==> config.mk <==
export PLATFORM = sky130hd
export DESIGN_NAME = regfile_dump
export DESIGN_NICKNAME = d
export VERILOG_FILES = /design/src/rtl/regfile_dump.sv
export SDC_FILE = /design/constraint.sdc
export NUM_CORES = 1
export LEC_CHECK = 0
export ABC_CLOCK_PERIOD_IN_PS = 3400
export BUFFER_PORTS_ARGS = -buffer_cell sky130_fd_sc_hd__buf_2
export CAP_MARGIN = 30
export CORE_ASPECT_RATIO = 1.4
export CORE_MARGIN = 2
export CORE_UTILIZATION = 40
export CTS_BUF_LIST = sky130_fd_sc_hd__clkbuf_16
export CTS_CLUSTER_SIZE = 14
export DETAILED_ROUTE_END_ITERATION = 6
export PLACE_DENSITY = 0.76
export SLEW_MARGIN = 20
export SYNTH_ARGS = -nofsm -noshare
export SYNTH_HDL_FRONTEND = slang
export SYNTH_SLANG_ARGS = --single-unit
==> constraint.sdc <==
create_clock -name clk -period 3.4 [get_ports clk]
set_input_delay 0.34 -clock clk [delete_from_list [all_inputs] [get_ports clk]]
set_output_delay 0.34 -clock clk [all_outputs]
set_load 0.02 [all_outputs]
==> src/rtl/regfile_dump.sv <==
// regfile_dump: walks the architectural register file x0..x(NUM_REGS-1)
// through an asynchronous read port and streams each value out on a
// valid/ready interface tagged with its index and a last flag. The core is
// stalled for the whole dump.
//
// Optional build macro: DUMP_BYTE_MODE_EN
//   undefined (default): out_data is DATA_W bits, one beat per register.
//   defined:             out_data is 8 bits, four beats per register,
//                        least-significant byte first (DATA_W must be 32).
module regfile_dump #(
    parameter int NUM_REGS = 32,
    parameter int DATA_W   = 32,
    parameter int IDX_W    = 5
) (
    input  logic              clk,
    input  logic              rst,
    input  logic              start,
    input  logic              abort,
    output logic              core_stall,
    output logic [IDX_W-1:0]  rf_raddr,
    input  logic [DATA_W-1:0] rf_rdata,
    output logic              out_valid,
    input  logic              out_ready,
`ifdef DUMP_BYTE_MODE_EN
    output logic [7:0]        out_data,
`else
    output logic [DATA_W-1:0] out_data,
`endif
    output logic [IDX_W-1:0]  out_index,
    output logic              out_last,
    output logic              busy,
    output logic              done
);

    typedef enum logic [1:0] {
        IDLE = 2'd0,
        LOAD = 2'd1,
        SEND = 2'd2,
        DONE = 2'd3
    } state_e;

    localparam logic [IDX_W-1:0] LAST_IDX = IDX_W'(NUM_REGS - 1);

    state_e             state_q, state_d;
    logic [IDX_W-1:0]   idx_q, idx_d;
    logic [DATA_W-1:0]  data_q, data_d;
`ifdef DUMP_BYTE_MODE_EN
    logic [1:0]         byte_q, byte_d;
`endif

    logic handshake;
    logic last_reg;
    logic last_beat;

    // Next-state and output decode for the dump sequencer.
    always_comb begin
        // NOTE: every signal gets a default before the case so that no path
        // leaves one unassigned, which would infer a latch.
        state_d    = state_q;
        idx_d      = idx_q;
        data_d     = data_q;
`ifdef DUMP_BYTE_MODE_EN
        byte_d     = byte_q;
`endif
        busy       = (state_q != IDLE);
        core_stall = (state_q != IDLE);
        done       = (state_q == DONE);
        out_valid  = (state_q == SEND);
        rf_raddr   = idx_q;
        handshake  = out_valid && out_ready;
        last_reg   = (idx_q == LAST_IDX);
`ifdef DUMP_BYTE_MODE_EN
        last_beat  = last_reg && (byte_q == 2'd3);
        out_data   = out_valid ? data_q[{byte_q, 3'b000} +: 8] : 8'd0;
`else
        last_beat  = last_reg;
        out_data   = out_valid ? data_q : '0;
`endif
        out_index  = out_valid ? idx_q : '0;
        out_last   = out_valid && last_beat;

        case (state_q)
            IDLE: begin
                if (start) begin
                    idx_d   = '0;
`ifdef DUMP_BYTE_MODE_EN
                    byte_d  = 2'd0;
`endif
                    state_d = LOAD;
                end
            end
            LOAD: begin
                data_d  = rf_rdata;
                state_d = SEND;
            end
            SEND: begin
                if (handshake) begin
`ifdef DUMP_BYTE_MODE_EN
                    if (byte_q != 2'd3) begin
                        byte_d = byte_q + 2'd1;
                    end else begin
                        byte_d = 2'd0;
`endif
                        if (last_reg) begin
                            state_d = DONE;
                        end else begin
                            idx_d   = idx_q + IDX_W'(1);
                            state_d = LOAD;
                        end
`ifdef DUMP_BYTE_MODE_EN
                    end
`endif
                end
            end
            DONE: begin
                state_d = IDLE;
            end
            default: begin
                state_d = IDLE;
            end
        endcase

        // Abort overrides start and any handshake; it is meaningless in IDLE.
        if (abort && (state_q != IDLE)) begin
            state_d = IDLE;
        end
    end

    // State, index and captured-data registers with synchronous reset.
    always_ff @(posedge clk) begin
        // NOTE: sequential state uses non-blocking assignments so every flop
        // samples the pre-edge values of the others.
        if (rst) begin
            state_q <= IDLE;
            idx_q   <= '0;
            // NOTE: data_q is a single holding register, not a memory array,
            // so resetting it is cheap and keeps out_data defined after reset.
            data_q  <= '0;
`ifdef DUMP_BYTE_MODE_EN
            byte_q  <= 2'd0;
`endif
        end else begin
            state_q <= state_d;
            idx_q   <= idx_d;
            data_q  <= data_d;
`ifdef DUMP_BYTE_MODE_EN
            byte_q  <= byte_d;
`endif
        end
    end

endmodule

==> results.toml <==
[cells_and_area]
post-route-util_pct = 54.9
insertedDiodeCount = 0
drive_above_1_share_pct = 32.0
layout_commonest_cell = "buf_2"
synthToLayoutAreaGrowth_pct = 32.1
nNetsFinal = 338
final_cell_mix = "83 x buf_2, 66 x nand2_1, 39 x and2_1, 39 x dfxtp_1, 36 x a21oi_1"

[placed_design]
gp_congestion = 0.793
hpwl_mm = 2.75
port_buffers = 83

[cts]
cts_buffers = 5
htreeDepth = 2
clock-sinks = 39
cts_post_setup_buffers_inserted = 0
clkLatencyLatePin_ns = 0.27
cts_resized = 0
cts_buffer_depth = 2
tritoncts = "built"
cts-root-buf = "clkbuf_16"
clkSlewWorstSetupHoldPaths_ns = 0.06
hold_buffers = 0

[drt]
first_pass_iters = 5
vias = 1701
drc = 0
ant_nets = 0
drtIter0Drc = 65
viasPerCell = 4.93
wl_mm = 3.95
wl_per_cell_um = 11.4

[die]
core-area_um2 = 4200
dieArea_um2 = 4920
initial_core_util_pct = 41.5
io_pins = 84
die_h_um = 82.2
die-width_um = 59.8
placementRows = 28

[grt]
grt_antenna_before_repair = 0
track_usage_pct = 16.8
grt_pass1_wl_mm = 6.44
grt_pass1_vias = 1523
grt_max_degree = 43
grt_overflow = 0

[synth]
yosysTopAreaCellShare_pct = 44.7
syn_area_um2 = 1750
synth_largest_area_cell = "dfxtp_1"
synth_cell_types = 25
ys_warn_count = 0
syn_nets = 263
synth_cells = 224
synth.area.top_cells = "dfxtp_1 45%, nand2_1 14%, and2_1 14%"
seq_area_frac_synth_pct = 44.7
ys_ff_latch = 39
syn_avg_cell_area_um2 = 7.79

[timing]
final-max-slew-violation-count = 0
finalSetupViolCount = 0
timing.fmax_mhz = 456
fin_crit_ns = 2.20
period_share_pct = 64.6
tightest_slew_ns = 0.732
skew_ns = 0.00582
setup_tns_ns = 0
hold_violations = 0
maxSlewHeadroom_pct = 51.2
rsz0062_at_grt = "false"

[critical_path]
path_class = "reg -> out"
startpoint_type = "flop"
critPathMaxFanout = 23
rr_worst_depth = 6
crit_family = "simple AND/OR/NAND/NOR gates"
critPathCaptureType = "output port"
path_cells = "and2b_1 > buf_8 > and2_1 > buf_2"
path_buf_inv = 2
max_stage_delay_ns = 0.54
worstPathArrival_ns = 1.86
crit_slowest_cell = "and2b_1"
critical_path_required_ns = 3.06
path_depth = 4
ff2ff_setup_slack_ns = 1.57

[hold_path]
min_path_type = "in -> reg"
min_path_cells = 2

[run_status]
run_status = "finished clean"

[job]
max-cap-violations = 0

[power]
vdd_drop_max_v = 0.000232
p_leak_nw = 1.09
power.density_nw_per_um2 = 440
-- cells by family after synthesis --
kind of cell | share of synthesized area [%]
simple gates | 36.0
fa+ha+maj | 1.43
buf+inv | 4.80
flops | 44.7
compound gates | 13.0
-- flip-flops by register name (all words and copies together), names as in the netlist --
name	cells
data_q	32
rf_raddr	5
state_q	2
-- metal layers --
layer  up-vias  part of all wire [%]  GRT usage, %  routed length (um)
met2        45                    54          31.1                2120
li1        879                     -             -                   -
met1       773                    41          18.6                1620
met4         0                   1.3          6.22                  53
met5         -                     0             0                   0
met3         4                   4.1          2.80                 163
-- cells in the mapped netlist, drive strengths merged --
library cell  number
and3               1
and2b              1
and4bb             1
nand2b             4
buf                9
nand4b             2
a311oi             2
nand3b             1
a211oi             2
nand4bb            1
or2                1
or3b               1
a41oi              1
nand2             66
dfxtp             39
nor3               1
a21oi             36
nor2b              1
nor2               1
nand3              3
and2              39
ha                 2
clkbuf             9
-- metrics by stage --
stage / setup slack (ns) / cell area (um^2) / hold WS, ns / total power [mW] / std cells
2_1_floorplan: 1.59 / 1750 / 0.419 / 0.554 / 224
3_3_place_gp: 1.33 / 2150 / 0.437 / 0.586 / 336
3_5_place_dp: 1.27 / 2150 / 0.444 / 0.589 / 336
4_1_cts: 0.972 / 2290 / 0.225 / 1.03 / 344
5_1_grt: 1.06 / 2310 / 0.251 / 1.06 / 345
6_report: 1.20 / 2310 / 0.231 / 1.01 / 345
-- cell type report --
type / count / area (um^2)
tap: 45 / 56.3
clock buffer: 5 / 125
timing repair buffer: 86 / 445
multi-input combinational: 167 / 883
sequential: 39 / 781
fill: 436 / 1900
clock inverter: 3 / 15.0
-- final timing paths --
check | start | end
setup reg to reg | rf_raddr[0] | rf_raddr[3]
setup / recovery | state_q[1] | out_last
hold reg to reg | data_q[20] | data_q[20]
hold / removal | abort | state_q[1]
-- where the power goes --
group          switching (mW)  internal, mW
Clock                   0.170         0.266
Combinational          0.0521        0.0380
Sequential             0.0105         0.477
Total                   0.233         0.781
No activity file was read; power rests on OpenSTA's default activity.
